**src/rtl/fix_rx_validator.sv**
```systemverilog
// fix_rx_validator
//   Session-level validator for a FIX receive path. A tag/value parser feeds
//   the header fields (8, 9, 35) and the body fields one at a time. The block
//   checks version, message type, required tags, body length, checksum and
//   sequence number. It then issues one registered result strobe per message.
//
// Ports
//   clk, rst_n           clock (rising edge), asynchronous active-low reset
//   session_i            session id, sampled with start_of_message_i
//   start_of_message_i   qualifies the first tag of a message
//   end_of_message_i     qualifies the checksum tag (10)
//   tag_valid_i, tag_i   tag number (binary)
//   val_valid_i, val_i   field value (binary for 9/34/36, ASCII in [7:0] otherwise)
//   body_bytes_i         parser byte count after tag 9, valid with end_of_message_i
//   checksum_validity_i  checksum result, valid with end_of_message_i
//   exp_seq_i            expected incoming sequence number per session
//   new_message_o        one-cycle result strobe
//   error_type_o         result code
//   type_o               decoded message type
//   session_o            session of the result
//   seq_num_o            received MsgSeqNum
//   busy_o               message in progress

`ifndef VALUE_DATA_WIDTH
`define VALUE_DATA_WIDTH 32
`endif
`ifndef COUNTER_RANGE
`define COUNTER_RANGE 16
`endif
`ifndef supportedVersion
`define supportedVersion 24'h342E34
`endif

module fix_rx_validator #(
  parameter int VALUE_WIDTH   = `VALUE_DATA_WIDTH,
  parameter int COUNTER_DEPTH = `COUNTER_RANGE,
  parameter int NUM_SESSIONS  = 4,
  localparam int SID_W        = (NUM_SESSIONS > 1) ? $clog2(NUM_SESSIONS) : 1
) (
  input  logic                              clk,
  input  logic                              rst_n,
  input  logic [SID_W-1:0]                  session_i,
  input  logic                              start_of_message_i,
  input  logic                              end_of_message_i,
  input  logic                              tag_valid_i,
  input  logic [31:0]                       tag_i,
  input  logic                              val_valid_i,
  input  logic [VALUE_WIDTH-1:0]            val_i,
  input  logic [COUNTER_DEPTH-1:0]          body_bytes_i,
  input  logic                              checksum_validity_i,
  input  logic [NUM_SESSIONS*COUNTER_DEPTH-1:0] exp_seq_i,
  output logic                              new_message_o,
  output logic [2:0]                        error_type_o,
  output logic [3:0]                        type_o,
  output logic [SID_W-1:0]                  session_o,
  output logic [COUNTER_DEPTH-1:0]          seq_num_o,
  output logic                              busy_o
);

  typedef enum logic [3:0] {
    IDLE, BEGIN_VAL, LEN_TAG, LEN_VAL, TYPE_TAG, TYPE_VAL, BODY, CHECK, REPORT, DRAIN
  } state_t;

  localparam logic [2:0] E_NONE     = 3'd0;
  localparam logic [2:0] E_GARBLED  = 3'd1;
  localparam logic [2:0] E_VERSION  = 3'd2;
  localparam logic [2:0] E_MSGTYPE  = 3'd3;
  localparam logic [2:0] E_MISSING  = 3'd4;
  localparam logic [2:0] E_SEQ_LOW  = 3'd5;
  localparam logic [2:0] E_SEQ_HIGH = 3'd6;
  localparam logic [2:0] E_BODYLEN  = 3'd7;

  localparam logic [23:0] SUPPORTED_VER = `supportedVersion;
  localparam logic [7:0]  ASCII_Y       = 8'h59;

  // Type '4' is decoded as reset (4); it becomes gapFill (5) at report time
  // once tag 123 has been seen, because 123 arrives after tag 35.
  function automatic logic [2:0] decode_type(input logic [7:0] c);
    case (c)
      8'h41:   decode_type = 3'd1;
      8'h35:   decode_type = 3'd2;
      8'h30:   decode_type = 3'd3;
      8'h34:   decode_type = 3'd4;
      8'h32:   decode_type = 3'd6;
      8'h31:   decode_type = 3'd7;
      default: decode_type = 3'd0;
    endcase
  endfunction

  state_t                     state_q, state_nx;
  logic [2:0]                 err_q, err_nx;
  logic [SID_W-1:0]           sess_q;
  logic [COUNTER_DEPTH-1:0]   body_len_q;
  logic [COUNTER_DEPTH-1:0]   bytes_q;
  logic [COUNTER_DEPTH-1:0]   seq_q;
  logic [2:0]                 type_q;
  logic [31:0]                pend_tag_q;
  logic                       csum_ok_q;
  logic                       possdup_q, gapfill_q;
  logic                       has34_q, has49_q, has52_q, has56_q;

  logic [COUNTER_DEPTH-1:0]   exp_arr [NUM_SESSIONS];
  logic [COUNTER_DEPTH-1:0]   exp_cur;
  logic [31:0]                body_key;
  logic                       pre_body;
  logic                       is_seqreset;
  logic [2:0]                 check_err;
  logic [3:0]                 rpt_type;
  logic                       unused_val;

  assign unused_val = ^val_i;

  always_comb begin
    for (int s = 0; s < NUM_SESSIONS; s++) begin
      exp_arr[s] = exp_seq_i[s*COUNTER_DEPTH +: COUNTER_DEPTH];
    end
  end

  assign exp_cur     = exp_arr[sess_q];
  // A value may share its cycle with its tag, otherwise it belongs to the last tag.
  assign body_key    = tag_valid_i ? tag_i : pend_tag_q;
  assign pre_body    = (state_q == BEGIN_VAL) || (state_q == LEN_TAG) || (state_q == LEN_VAL) ||
                       (state_q == TYPE_TAG)  || (state_q == TYPE_VAL);
  // SequenceReset (with or without GapFill) is exempt from both sequence checks.
  assign is_seqreset = (type_q == 3'd4);
  assign rpt_type    = (is_seqreset && gapfill_q) ? 4'd5 : {1'b0, type_q};

  always_comb begin
    check_err = E_NONE;
    if (!csum_ok_q)                                      check_err = E_GARBLED;
    else if (bytes_q != body_len_q)                      check_err = E_BODYLEN;
    else if (!(has34_q && has49_q && has52_q && has56_q)) check_err = E_MISSING;
    else if ((seq_q < exp_cur) && !(possdup_q || is_seqreset)) check_err = E_SEQ_LOW;
    else if ((seq_q > exp_cur) && !is_seqreset)           check_err = E_SEQ_HIGH;
  end

  always_ff @(posedge clk or negedge rst_n) begin
    if (!rst_n) begin
      state_q <= IDLE;
      err_q   <= E_NONE;
    end else begin
      state_q <= state_nx;
      err_q   <= err_nx;
    end
  end

  always_comb begin
    state_nx = state_q;
    err_nx   = err_q;
    case (state_q)
      IDLE: begin
        if (start_of_message_i && tag_valid_i) begin
          err_nx = E_NONE;
          if (end_of_message_i) begin
            err_nx   = E_GARBLED;
            state_nx = REPORT;
          end else if (tag_i == 32'd8) begin
            state_nx = BEGIN_VAL;
          end else begin
            err_nx   = E_GARBLED;
            state_nx = DRAIN;
          end
        end
      end
      BEGIN_VAL: begin
        if (val_valid_i) begin
          if (val_i[23:0] > SUPPORTED_VER) begin
            err_nx   = E_VERSION;
            state_nx = DRAIN;
          end else begin
            state_nx = LEN_TAG;
          end
        end
      end
      LEN_TAG: begin
        if (tag_valid_i) begin
          if (tag_i == 32'd9) state_nx = LEN_VAL;
          else begin
            err_nx   = E_GARBLED;
            state_nx = DRAIN;
          end
        end
      end
      LEN_VAL: begin
        if (val_valid_i) state_nx = TYPE_TAG;
      end
      TYPE_TAG: begin
        if (tag_valid_i) begin
          if (tag_i == 32'd35) state_nx = TYPE_VAL;
          else begin
            err_nx   = E_GARBLED;
            state_nx = DRAIN;
          end
        end
      end
      TYPE_VAL: begin
        if (val_valid_i) begin
          if (decode_type(val_i[7:0]) == 3'd0) begin
            err_nx   = E_MSGTYPE;
            state_nx = DRAIN;
          end else begin
            state_nx = BODY;
          end
        end
      end
      BODY: begin
        if (end_of_message_i) state_nx = CHECK;
      end
      CHECK: begin
        err_nx   = check_err;
        state_nx = REPORT;
      end
      REPORT: begin
        state_nx = IDLE;
      end
      DRAIN: begin
        if (end_of_message_i) state_nx = REPORT;
      end
      default: begin
        err_nx   = E_GARBLED;
        state_nx = IDLE;
      end
    endcase

    if (pre_body && end_of_message_i) begin
      err_nx   = E_GARBLED;
      state_nx = REPORT;
    end

    // A new start while a message is open closes the old one as garbled; the
    // new message itself is dropped and must be resent by the parser.
    if (start_of_message_i && (state_q != IDLE) && (state_q != REPORT)) begin
      err_nx   = E_GARBLED;
      state_nx = REPORT;
    end
  end

  always_ff @(posedge clk or negedge rst_n) begin
    if (!rst_n) begin
      sess_q     <= '0;
      body_len_q <= '0;
      bytes_q    <= '0;
      seq_q      <= '0;
      type_q     <= '0;
      pend_tag_q <= '0;
      csum_ok_q  <= 1'b0;
      possdup_q  <= 1'b0;
      gapfill_q  <= 1'b0;
      has34_q    <= 1'b0;
      has49_q    <= 1'b0;
      has52_q    <= 1'b0;
      has56_q    <= 1'b0;
    end else begin
      case (state_q)
        IDLE: begin
          if (start_of_message_i && tag_valid_i) begin
            sess_q     <= session_i;
            body_len_q <= '0;
            bytes_q    <= '0;
            seq_q      <= '0;
            type_q     <= '0;
            pend_tag_q <= '0;
            csum_ok_q  <= 1'b0;
            possdup_q  <= 1'b0;
            gapfill_q  <= 1'b0;
            has34_q    <= 1'b0;
            has49_q    <= 1'b0;
            has52_q    <= 1'b0;
            has56_q    <= 1'b0;
          end
        end
        LEN_VAL: begin
          if (val_valid_i) body_len_q <= val_i[COUNTER_DEPTH-1:0];
        end
        TYPE_VAL: begin
          if (val_valid_i) type_q <= decode_type(val_i[7:0]);
        end
        BODY: begin
          if (tag_valid_i) pend_tag_q <= tag_i;
          if (val_valid_i) begin
            case (body_key)
              32'd34: begin
                seq_q   <= val_i[COUNTER_DEPTH-1:0];
                has34_q <= 1'b1;
              end
              32'd43:  possdup_q <= (val_i[7:0] == ASCII_Y);
              32'd49:  has49_q   <= 1'b1;
              32'd52:  has52_q   <= 1'b1;
              32'd56:  has56_q   <= 1'b1;
              32'd123: gapfill_q <= (val_i[7:0] == ASCII_Y);
              default: ;
            endcase
          end
          if (end_of_message_i) begin
            csum_ok_q <= checksum_validity_i;
            bytes_q   <= body_bytes_i;
          end
        end
        default: ;
      endcase
    end
  end

  // Output registers are loaded on entry to REPORT so the strobe and its
  // fields appear together for the single REPORT cycle.
  always_ff @(posedge clk or negedge rst_n) begin
    if (!rst_n) begin
      new_message_o <= 1'b0;
      error_type_o  <= '0;
      type_o        <= '0;
      session_o     <= '0;
      seq_num_o     <= '0;
      busy_o        <= 1'b0;
    end else begin
      new_message_o <= (state_nx == REPORT);
      busy_o        <= (state_nx != IDLE);
      if (state_nx == REPORT) begin
        error_type_o <= err_nx;
        if (state_q == IDLE) begin
          // Start and end in the same cycle: nothing of this message is latched yet.
          type_o    <= '0;
          session_o <= session_i;
          seq_num_o <= '0;
        end else begin
          type_o    <= rpt_type;
          session_o <= sess_q;
          seq_num_o <= seq_q;
        end
      end
    end
  end

endmodule

```
**config.mk**
```make
export PLATFORM = sky130hd
export DESIGN_NAME = fix_rx_validator
export DESIGN_NICKNAME = d
export VERILOG_FILES = /design/src/rtl/fix_rx_validator.sv
export SDC_FILE = /design/constraint.sdc
export NUM_CORES = 1
export LEC_CHECK = 0
export ABC_AREA = 1
export BUFFER_PORTS_ARGS = -buffer_cell sky130_fd_sc_hd__buf_2
export CAP_MARGIN = 20
export CORE_ASPECT_RATIO = 1.25
export CORE_MARGIN = 2
export CORE_UTILIZATION = 55
export CTS_BUF_LIST = sky130_fd_sc_hd__clkbuf_8 sky130_fd_sc_hd__clkbuf_16
export CTS_CLUSTER_SIZE = 30
export DETAILED_ROUTE_END_ITERATION = 12
export PLACE_DENSITY = 0.81
export SLEW_MARGIN = 25
export SYNTH_ARGS = -nofsm -noshare
export SYNTH_HDL_FRONTEND = slang
export SYNTH_SLANG_ARGS = --single-unit
```
**constraint.sdc**
```tcl
create_clock -name clk -period 3.2 [get_ports clk]
set_clock_uncertainty 0.2 [all_clocks]
set_input_delay 0.8 -clock clk [delete_from_list [all_inputs] [get_ports clk]]
set_output_delay 0.8 -clock clk [all_outputs]
set_load 0.01 [all_outputs]
```
* Word-level counts from Yosys, hierarchy flattened
Index checks and enable logic that the tools add are counted.
Operators by class: add/subtract/negate cells 0, multipliers 0, divide/modulo/power cells 0, magnitude comparators 4, eq/ne operators 40, shift-type cells 0, mux-type cells 80, bitwise operators 1, reductions and logical operators 36
Operator list (count):
- == test 32 x 6 -> 1 bit, second input constant | 6
- two-way mux 16 bit | 8
- case mux 16 bit (2 select lines) | 3
- == test 32 x 4 -> 1 bit, second input constant | 2
- two-way mux 32 bit | 2
- two-way mux 4 bit | 16
- case mux 32 bit (2 select lines) | 1
- two-way mux 3 bit | 21
- == test 8 x 6 -> 1 bit, second input constant | 5
- case mux 4 bit (9 select lines) | 1
- binary-select mux 16 bit (select 2 bit) | 1
- == test 32 x 7 -> 1 bit, second input constant | 1
- greater-than comparator 24 x 22 -> 1 bit, second input constant | 1
- AND reduction 4 bit | 6
- case mux 3 bit (7 select lines) | 1
- case mux 3 bit (6 select lines) | 1
- == test 4 x 3 -> 1 bit, second input constant | 4
- == test 8 x 7 -> 1 bit, second input constant | 2
- greater-than comparator 16 bit | 1
- < comparator 16 bit | 1
- two-way mux 1 bit | 16
- inequality test 16 bit | 1
- case mux 1 bit (2 select lines) | 7
- == test 4 bit, second input constant | 3
- other kinds (20) | 50
Storage, ports and cells: bits in registers 126, bits in latches 0, RAM bits 0, ROM bits 0, input port bits 153, output and inout port bits 27, logic and storage cells 182, memories 0

* Logic depth before layout (Yosys ltp)
Gate-level depths: netlist of run 1.
word-level depth 14, depth in mapped cells 20, gate-level depth less buffers 18

* Worst setup path after synthesis of run 1
OpenSTA, ideal clock, no wires.
path type reg-to-reg, from register sess_q[0], to register error_type_o[2], setup time 118 ps, data arrival time 2311 ps, required time 2882 ps, setup slack 571 ps, stages on the path, launching flop included 17, buffers on the path 2, clock period less this slack 2629 ps, path through dfrtp_1 -> clkbuf_1 -> clkinv_1 -> clkbuf_1 -> nand2_1 -> a32o_1 -> ha_1 -> a21oi_1 -> o21ai_0 -> a21oi_1 -> nand2_1 -> nand2_1 -> nand2_1 -> o21ai_0 -> nand2_1 -> nand2_1 -> o21ai_2
On the way: cells in the longest elaborated chain, start to end 14, elaborated cells on any way between the ends 16, classes of those cells order compare: 2; mux: 11; bitwise: 1; reduce/logical: 2
RTL lines:
- start, declared | line 92 | logic [SID_W-1:0] sess_q;
- start signal, assigned | line 257 | sess_q <= session_i;
- inverter 2 -> 3 bit (not written as such) * | line 119 | assign exp_cur = exp_arr[sess_q];
- binary-select mux 16 bit (select 2 bit) * | line 119
- two-way mux 16 bit (not written as such) * (2 in a row) | line 119
- greater-than comparator 16 bit | line 134 | else if ((seq_q > exp_cur) && !is_seqreset) check_err = E_SEQ_HIGH;
- logical AND 1 bit | line 134
- two-way mux 3 bit | line 134
- two-way mux 3 bit * | line 133 | else if ((seq_q < exp_cur) && !(possdup_q || is_seqreset)) check_err = E_SEQ_LOW;
- two-way mux 3 bit * | line 132 | else if (!(has34_q && has49_q && has52_q && has56_q)) check_err = E_MISSING;
- two-way mux 3 bit * | line 131 | else if (bytes_q != body_len_q) check_err = E_BODYLEN;
- two-way mux 3 bit * | line 130 | if (!csum_ok_q) check_err = E_GARBLED;
- case mux 3 bit (7 select lines) * | line 150 | case (state_q)
- two-way mux 3 bit * | line 225 | if (pre_body && end_of_message_i) begin
- two-way mux 3 bit * | line 232 | if (start_of_message_i && (state_q != IDLE) && (state_q != REPORT)) begin
- end signal, assigned | line 318 | error_type_o <= err_nx;
- end, declared | line 53 | output logic [2:0] error_type_o,
Mark *: on every way between the ends. The rest lies on a longest branch, timed or not. The select of a mux whose other input is x is not followed. A chain may end at the register's enable or synchronous reset.

* Worst setup path in the final report of run 1
Same ends and word-level chain as after synthesis.

==> Flow_metrics.wiki, run 1 <==
{| class="wikitable"
! Metric !! Value
|-
| Result of the run || completed
|-
| Cell area after synthesis || 0.00775 sq mm
|-
| Maximum clock frequency || 344 MHz
|-
| Core box area || 0.0138 sq mm
|-
| Clock tree from TritonCTS || done
|-
| Count of cells along the worst register-to-register path || 14
|-
| Arrival time reported for the critical path endpoint || 3010 ps
|-
| Register bit total from synthesis || 125
|-
| Routed Wire Length || 20000 um
|-
| DP Wirelength || 15100 um
|-
| Leak Pwr || 4.87 nW
|-
| Placement row count || 48
|-
| Top flip-flop cell by instance count after synthesis || sky130_fd_sc_hd__dfrtp_1
|-
| Overall overflow remaining after global route || 0
|-
| Slew at the pin closest to its max-slew limit || 526 ps
|-
| Final critical-path required period || 2910 ps
|-
| Clock sinks || 125
|-
| Startpoint-to-endpoint class of the critical path || flop to flop
|-
| Number of global-route vias before repair || 6935
|-
| Total nets after synthesis || 1197
|-
| Post-Place Worst Slack || 76.3 ps
|-
| Die boundary height || 137 um
|-
| Proportion of synthesized chip area in sequential cells || 40.3%
|-
| Die Footprint || 0.0151 sq mm
|-
| Clock root buffer || sky130_fd_sc_hd__clkbuf_16
|-
| Worst slew slack as a fraction of its limit || 65.0%
|-
| Number of buffers added on ports || 170
|-
| Multi-input logic area || 0.00389 sq mm
|-
| Wire length on met3 || 1200 um
|-
| Tot GR Track Use || 27.1%
|-
| Initial detailed-routing violation count || 519
|-
| IR Drop Worst-Case VDD || 0.000528 V
|-
| Pin count of the biggest net entering global routing || 64
|-
| Wire length per cell after detailed routing || 14.5 um
|-
| Max layer used || met4
|-
| Worst setup SP type || flop
|-
| Final setup violation count || 0
|-
| Via count || 7357
|-
| Worst Setup End Kind || flop
|-
| Number of nets in the layout || 1360
|-
| Fin worst setup slack || 293 ps
|-
| DR WL met2 || 10200 um
|-
| Setup slack of the worst register-to-register path || 290 ps
|-
| Launch instance of the worst register-to-register path || sess_q[0]$_DFFE_PN0P_
|-
| Share of async-settable or async-resettable flops after synthesis || 100%
|-
| Synthesized area per cell || 7.54 sq um
|-
| Worst hold-check path type || input port to async pin
|-
| Area growth from synthesis to layout || 20.4%
|-
| Effective utilization at floorplan || 56.1%
|-
| Fraction of final layout cells sized beyond drive strength 1 || 27.7%
|-
| DRC || 0
|-
| Post-synth EDFFs || 0
|-
| Required time at the worst-slack endpoint || 3300 ps
|-
| Total power consumption of the routed design || 5.58 mW
|-
| Post-detailed-route via-to-cell ratio || 5.34
|-
| Critical R2R Capture || error_type_o[2]$_DFFE_PN0P_
|-
| Number of diodes added for antenna fixing || 0
|-
| Part of the cycle the worst path needs || 90.8%
|-
| Synth cell types || 44
|-
| Worst-path fanout max || 29
|-
| Skew-Pair Late Insertion Delay || 420 ps
|-
| Max-cap violation count || 0
|-
| Total negative slack for setup checks || 0 ps
|-
| Post-CTS Setup Repair Bufs || 0
|-
| Fill cell total of the finished layout || 1157
|-
| Synth Instances || 1028
|-
| Count of nets left with antenna violations after detail routing || 0
|-
| Final Hold Vio Count || 0
|-
| Unrepaired setup endpoints after global routing || no
|-
| DIE WIDTH || 110 um
|-
| Deepest level of the CTS H-tree || 4
|-
| Clock-pin slew of the registers on the worst-case setup and hold paths || 60 ps
|-
| Wire length of the first global-routing pass || 31600 um
|-
| Number of synthesis warnings || 0
|-
| Detailed-router iteration count before antenna repair || 5
|-
| Placer Congestion || 0.913
|-
| Number of antenna violations at the first check in global routing || 0
|-
| Power per Cell Area || 598 mW/mm^2
|-
| Cts bufs inserted || 17
|-
| Number of top-level pins || 180
|-
| Wire length the detailed router placed on met1 || 7840 um
|-
| Sequential cell area || 0.00313 sq mm
|-
| Final max-slew violation count || 0
|-
| Max Root-Sink Buffers || 2
|}
[final cells by class]
type,instances,share of cell area [%]
multi-input cells,737,41.7
clock inverters,13,1.25
inverters,119,4.88
clock buffers,19,4.85
repair buffers,191,11.5
well taps,175,2.35
flip-flops and latches,125,33.5
[stage by stage]
stage	util, %	cell area [sq um]	cells	hold slack, ps
2_1_floorplan	-	7750	1028	248
3_3_place_gp	63.4	8760	1347	261
3_5_place_dp	63.4	8760	1347	263
4_1_cts	67.5	9330	1379	174
5_1_grt	67.6	9330	1379	185
6_report	67.6	9330	1379	152
[synth_stat cells (15+ instances only)]
master | number | share of area [%]
sky130_fd_sc_hd__o21ai_1 | 19 | 1.2
sky130_fd_sc_hd__dfrtp_1 | 125 | 40
sky130_fd_sc_hd__nand2_2 | 21 | 1.7
sky130_fd_sc_hd__o21ai_0 | 78 | 5.0
sky130_fd_sc_hd__nand2_1 | 288 | 14
sky130_fd_sc_hd__nor2_1 | 66 | 3.2
sky130_fd_sc_hd__ha_1 | 16 | 2.6
sky130_fd_sc_hd__nand4_1 | 16 | 1.3
sky130_fd_sc_hd__inv_2 | 15 | 0.73
sky130_fd_sc_hd__a32o_1 | 15 | 1.9
sky130_fd_sc_hd__inv_1 | 101 | 4.9
sky130_fd_sc_hd__a21oi_1 | 39 | 2.5
sky130_fd_sc_hd__clkbuf_1 | 26 | 1.3
sky130_fd_sc_hd__nand3_1 | 57 | 3.7
sky130_fd_sc_hd__o21ai_2 | 45 | 5.1
[layout by cell type (no fill, tap or decap), types with 2 or more instances in the layout]
cell / count
sky130_fd_sc_hd__clkbuf_16: 17
sky130_fd_sc_hd__dfrtp_1: 125
sky130_fd_sc_hd__buf_12: 5
sky130_fd_sc_hd__o21bai_1: 2
sky130_fd_sc_hd__clkinv_2: 4
sky130_fd_sc_hd__buf_2: 169
sky130_fd_sc_hd__or2_1: 2
sky130_fd_sc_hd__a21oi_2: 2
sky130_fd_sc_hd__a32o_1: 15
sky130_fd_sc_hd__o21ai_2: 45
sky130_fd_sc_hd__nand3_1: 57
sky130_fd_sc_hd__nor2_2: 8
sky130_fd_sc_hd__nand2_2: 21
sky130_fd_sc_hd__clkbuf_8: 2
sky130_fd_sc_hd__nor3b_1: 3
sky130_fd_sc_hd__nor2_4: 2
sky130_fd_sc_hd__nor3_1: 9
sky130_fd_sc_hd__inv_1: 101
sky130_fd_sc_hd__o22ai_1: 9
sky130_fd_sc_hd__inv_2: 15
sky130_fd_sc_hd__a21oi_1: 38
sky130_fd_sc_hd__xor2_1: 13
sky130_fd_sc_hd__nor4_1: 3
sky130_fd_sc_hd__nor2_1: 66
sky130_fd_sc_hd__and2_1: 2
sky130_fd_sc_hd__clkinvlp_4: 4
sky130_fd_sc_hd__o21a_1: 4
sky130_fd_sc_hd__clkinv_4: 3
sky130_fd_sc_hd__nand4_1: 16
sky130_fd_sc_hd__nand2_1: 288
sky130_fd_sc_hd__ha_1: 16
sky130_fd_sc_hd__inv_6: 2
sky130_fd_sc_hd__o21ai_0: 78
sky130_fd_sc_hd__nand2_4: 9
sky130_fd_sc_hd__o21ai_1: 19
sky130_fd_sc_hd__buf_4: 17
sky130_fd_sc_hd__nor3_2: 2
sky130_fd_sc_hd__inv_4: 2
[worst max-delay path by stage]
| stage | end | start | slack (ps) |
|---|---|---|---|
| after floorplan | error_type_o[2]$_DFFE_PN0P_ | sess_q[0]$_DFFE_PN0P_ | 570 |
| after global placement | error_type_o[2]$_DFFE_PN0P_ | sess_q[0]$_DFFE_PN0P_ | 120 |
| after detailed placement | error_type_o[2]$_DFFE_PN0P_ | sess_q[0]$_DFFE_PN0P_ | 80 |
| after CTS | error_type_o[2]$_DFFE_PN0P_ | sess_q[0]$_DFFE_PN0P_ | 90 |
| after global routing | error_type_o[2]$_DFFE_PN0P_ | sess_q[0]$_DFFE_PN0P_ | 20 |
| final | error_type_o[2]$_DFFE_PN0P_ | sess_q[0]$_DFFE_PN0P_ | 290 |
[cells by family (layout without fill, tap and decap cells)]
| kind of cell | Yosys count | count (layout) | share of synthesized area (%) |
|---|---|---|---|
| XOR/XNOR | 13 | 13 | 1.47 |
| other | 1 | 1 | 0.0484 |
| flip-flops | 125 | 125 | 40.3 |
| adder cells (fa/ha/maj) | 16 | 16 | 2.58 |
| multiplexers | 1 | 1 | 0.129 |
| buffers and inverters | 166 | 342 | 9.55 |
| AND/OR/NAND/NOR | 491 | 491 | 28.4 |
| AO/OA/AOI/OAI | 215 | 215 | 17.5 |
[flip-flops by register name, summed over array words and instances, names as in the netlist, 2 cells and up]
signal,count
sess_q,2
bytes_q,16
error_type_o,3
pend_tag_q,32
state_q,4
err_q,3
session_o,2
type_o,3
seq_num_o,16
body_len_q,16
type_q,3
seq_q,16
[power breakdown]
group          internal, mW  switching [mW]  total, mW  leakage, nW
clock network          1.11           0.739       1.85        0.276
registers              1.67          0.0561       1.72         1.73
logic                 0.711            1.30       2.01         2.86
[metal layers]
metal  global-route usage [%]  vias to the layer above
met4                     14.3                        0
met2                     48.1                      278
met5                        0                        -
li1                         -                     3670
met3                     4.57                       63
met1                     30.6                     3346
[what timing repair did]
action / in CTS / in global routing
endpoints found under the setup margin: 0 / 5
hold buffers: 0 / 0
gates resized for setup: 0 / 1
[critical path, cell delays in order, from the launching register on]
cell and delay (ps):
sky130_fd_sc_hd__dfrtp_1 400, sky130_fd_sc_hd__clkinvlp_4 320, sky130_fd_sc_hd__nand2_1 120, sky130_fd_sc_hd__a32o_1 230, sky130_fd_sc_hd__ha_1 290, sky130_fd_sc_hd__a21oi_1 130, sky130_fd_sc_hd__o21ai_0 110, sky130_fd_sc_hd__a21oi_1 340
sky130_fd_sc_hd__nand2_1 100, sky130_fd_sc_hd__nand2_1 70, sky130_fd_sc_hd__nand2_1 60, sky130_fd_sc_hd__o21ai_0 160, sky130_fd_sc_hd__nand2_1 80, sky130_fd_sc_hd__nand2_1 100, sky130_fd_sc_hd__o21ai_2 70
Note: power is estimated with default switching activity, not from simulation.
==> run 2, diff against run 1 <==
--- a/config.mk
+++ b/config.mk
@@ -15,6 +15,7 @@
 export CTS_CLUSTER_SIZE = 30
 export DETAILED_ROUTE_END_ITERATION = 12
 export PLACE_DENSITY = 0.81
+export RECOVER_POWER = 100
 export SLEW_MARGIN = 25
 export SYNTH_ARGS = -nofsm -noshare
 export SYNTH_HDL_FRONTEND = slang
==> run 2 against run 1 <==
  * The run now ends with max-capacitance violations, max-slew violations left
  * Design area shrank 1.7%
  * First-iteration DRC count shrank 2.5%
  * Cell count is the same
  * Register-to-register slack lost 20 ps
  * Flip-flop and latch count is the same
  * Sequential share of layout area grew 0.57 points
  * Die area is the same
  * Critical path depth grew 2
  * Fmax shrank 0.60%
  * Via count shrank 0.39%
  * Largest power group unchanged
  * Highest routed layer unchanged
==> Flow_metrics.wiki, run 2 (same netlist as run 1, synthesis figures left out) <==
{| class="wikitable"
! Metric !! Value
|-
| Initial detailed-routing violation count || 506
|-
| Clock root buffer || sky130_fd_sc_hd__clkbuf_16
|-
| Maximum clock frequency || 342 MHz
|-
| Number of top-level pins || 180
|-
| DIE WIDTH || 110 um
|-
| Clock sinks || 125
|-
| Hold buffer count at CTS || 0
|-
| Die boundary height || 137 um
|-
| Failing checks || max-capacitance violations, max-slew violations
|-
| Worst Setup End Kind || flop
|-
| Total negative slack for setup checks || 0 ps
|-
| Most common library cell in the layout ignoring fill and taps || sky130_fd_sc_hd__nand2_1
|-
| Area growth from synthesis to layout || 18.4%
|-
| Count of nets left with antenna violations after detail routing || 0
|-
| Number of stages on the worst hold path || 2
|-
| Part of the cycle the worst path needs || 91.4%
|-
| Clk pwr share || 33.7%
|-
| Placed cell count || 1347
|-
| Detailed-router iteration count before antenna repair || 5
|-
| Final max-slew violation count || 39
|-
| Post-DP Area || 0.00876 sq mm
|-
| Count of cells along the worst register-to-register path || 16
|-
| Final instance area || 0.00918 sq mm
|-
| Final critical-path required period || 2920 ps
|-
| Cell-by-cell trace of the critical path || clkinvlp_4 > clkbuf_1 > nand2_1 > a32o_1 > ha_1 > nand2_1 > nor2_1 > nand2_1 > nand2_1 > nand2_1 > nand3_1 > nand2_1 > o21ai_0 > nand2_1 > nand2_1 > o21ai_2
|-
| Unrepaired setup endpoints after global routing || no
|-
| Die Footprint || 0.0151 sq mm
|-
| Overall overflow remaining after global route || 0
|-
| Effective utilization at floorplan || 56.1%
|-
| Portion of total power attributed to sequential cells || 31.4%
|-
| Worst slew slack as a fraction of its limit || -45.1%
|-
| Crit-path most repeated cell || sky130_fd_sc_hd__nand2_1
|-
| Flip-flop count of the largest register after layout || 32
|-
| Worst hold-check path type || flop to flop
|-
| Tot GR Track Use || 27.1%
|-
| Cell with the largest stage delay on the worst path || sky130_fd_sc_hd__dfrtp_1
|-
| Skew-Pair Late Insertion Delay || 420 ps
|-
| Largest stage delay on the critical path || 400 ps
|-
| Number of antenna violations at the first check in global routing || 0
|-
| Startpoint-to-endpoint class of the critical path || flop to flop
|-
| Cts bufs inserted || 17
|-
| Total power consumption of the routed design || 5.49 mW
|-
| Slew at the pin closest to its max-slew limit || 2180 ps
|-
| Placer Congestion || 0.913
|-
| Final Hold Vio Count || 0
|-
| DRC || 0
|-
| Max-cap violation count || 1
|-
| Clock-pin slew of the registers on the worst-case setup and hold paths || 60 ps
|-
| Fill cell total of the finished layout || 1204
|-
| Highest-count cells in the layout ignoring fill and taps || sky130_fd_sc_hd__nand2_1, sky130_fd_sc_hd__buf_2, sky130_fd_sc_hd__dfrtp_1, sky130_fd_sc_hd__inv_1, sky130_fd_sc_hd__o21ai_0
|-
| Number of diodes added for antenna fixing || 0
|-
| Post-detailed-route via-to-cell ratio || 5.31
|-
| Routed Wire Length || 20000 um
|-
| Comb pwr share || 34.9%
|-
| Clock tree from TritonCTS || done
|-
| Number of standard cells in the layout, taps in and fillers out || 1379
|-
| Internal power of the cells || 3.44 mW
|-
| Number of buffers added on ports || 170
|-
| Placement row count || 48
|-
| Final setup violation count || 0
|-
| Worst setup SP type || flop
|-
| Worst-path fanout max || 29
|-
| Max Root-Sink Buffers || 2
|-
| DP Wirelength || 15100 um
|-
| Net switching power || 2.04 mW
|-
| Multi-input logic area || 0.00379 sq mm
|-
| Fraction of final layout cells sized beyond drive strength 1 || 22.9%
|-
| Top reg by flops || pend_tag_q
|-
| Core box area || 0.0138 sq mm
|-
| IR Drop Worst-Case VDD || 0.000525 V
|-
| Sequential cell area || 0.00313 sq mm
|-
| Number of nets in the layout || 1360
|-
| Arrival time reported for the critical path endpoint || 3030 ps
|-
| Leak Pwr || 4.70 nW
|-
| Via count || 7328
|-
| Wire length of the first global-routing pass || 31600 um
|-
| Number of global-route vias before repair || 6935
|-
| Result of the run || finished, violations left
|-
| Power per Cell Area || 598 mW/mm^2
|-
| Deepest level of the CTS H-tree || 4
|-
| Wire length per cell after detailed routing || 14.5 um
|-
| Pin count of the biggest net entering global routing || 64
|-
| Proportion of total power due to net switching || 37.3%
|-
| Required time at the worst-slack endpoint || 3300 ps
|}
-- run 2: cell count changes in the layout (fill, tap and decap cells not counted), moves of 2 or more --
cell                       delta
sky130_fd_sc_hd__clkbuf_2     +3
sky130_fd_sc_hd__o21ai_0     +11
sky130_fd_sc_hd__nand2_2     -12
sky130_fd_sc_hd__nand2_1     +16
sky130_fd_sc_hd__buf_4        -7
sky130_fd_sc_hd__clkbuf_1    +31
sky130_fd_sc_hd__nand2_4      -4
sky130_fd_sc_hd__o21ai_1      -2
sky130_fd_sc_hd__buf_2       -27
sky130_fd_sc_hd__o21ai_2      -9
-- run 2: what timing repair did --
action | 4_1_cts | 5_1_grt
setup buffers | 0 | 0
hold endpoints to repair | 0 | 0
gates resized for setup | 0 | 1
endpoints found under the setup margin | 0 | 5
-- run 2: stage by stage --
| step | utilization, % | hold slack, ps | setup slack [ps] |
|---|---|---|---|
| 4_1_cts | 67.5 | 174 | 93.9 |
| 2_1_floorplan | - | 248 | 571 |
| 3_3_place_gp | 63.4 | 261 | 120 |
| 6_report | 66.4 | 281 | 275 |
| 5_1_grt | 66.4 | 311 | 19.5 |
| 3_5_place_dp | 63.4 | 263 | 76.3 |
-- run 2: final cells by class --
| type | instances | share of cell area, % |
|---|---|---|
| clock buffer | 19 | 4.93 |
| clock inverter | 13 | 1.27 |
| inverter | 119 | 4.96 |
| multi-input combinational | 737 | 41.3 |
| sequential | 125 | 34.1 |
| tap | 175 | 2.39 |
| timing repair buffer | 191 | 11.0 |
-- run 2: final timing paths --
| path | from | end | slack [ps] |
|---|---|---|---|
| min reg2reg | error_type_o[0]$_DFFE_PN0P_ | error_type_o[0]$_DFFE_PN0P_ | 280 |
| max in group asynchronous | rst_n | seq_q[8]$_DFFE_PN0P_ | 680 |
| max reg2reg | sess_q[0]$_DFFE_PN0P_ | error_type_o[2]$_DFFE_PN0P_ | 280 |
| max | sess_q[0]$_DFFE_PN0P_ | error_type_o[2]$_DFFE_PN0P_ | 280 |
| min | error_type_o[0]$_DFFE_PN0P_ | error_type_o[0]$_DFFE_PN0P_ | 280 |
| min in group asynchronous | rst_n | pend_tag_q[9]$_DFFE_PN0P_ | 810 |
-- run 2: layer usage --
layer | vias up | GRT usage (%) | part of all wire (%)
li1 | 3674 | - | -
met1 | 3314 | 30.6 | 39
met2 | 273 | 48.1 | 50
met3 | 67 | 4.57 | 6.3
met4 | 0 | 14.3 | 4.3
met5 | - | 0 | 0
-- run 2: critical path: cells and delay by family (launching register included) --
kind                       cells  cell delay [ps]
DFF                            1              400
AOI/OAI and AO/OA              3              480
adders and majority gates      1              270
and+or+nand+nor               10              870
buffers and inverters          2              600
-- run 2: power by group through the flow --
stage	clock network, mW	logic (mW)	registers [mW]
6_report	1.85	1.91	1.72
5_1_grt	1.95	2.15	1.74
4_1_cts	1.87	2.01	1.72
3_5_place_dp	0	2.00	1.75
3_3_place_gp	0	1.97	1.75
2_1_floorplan	0	1.48	1.75
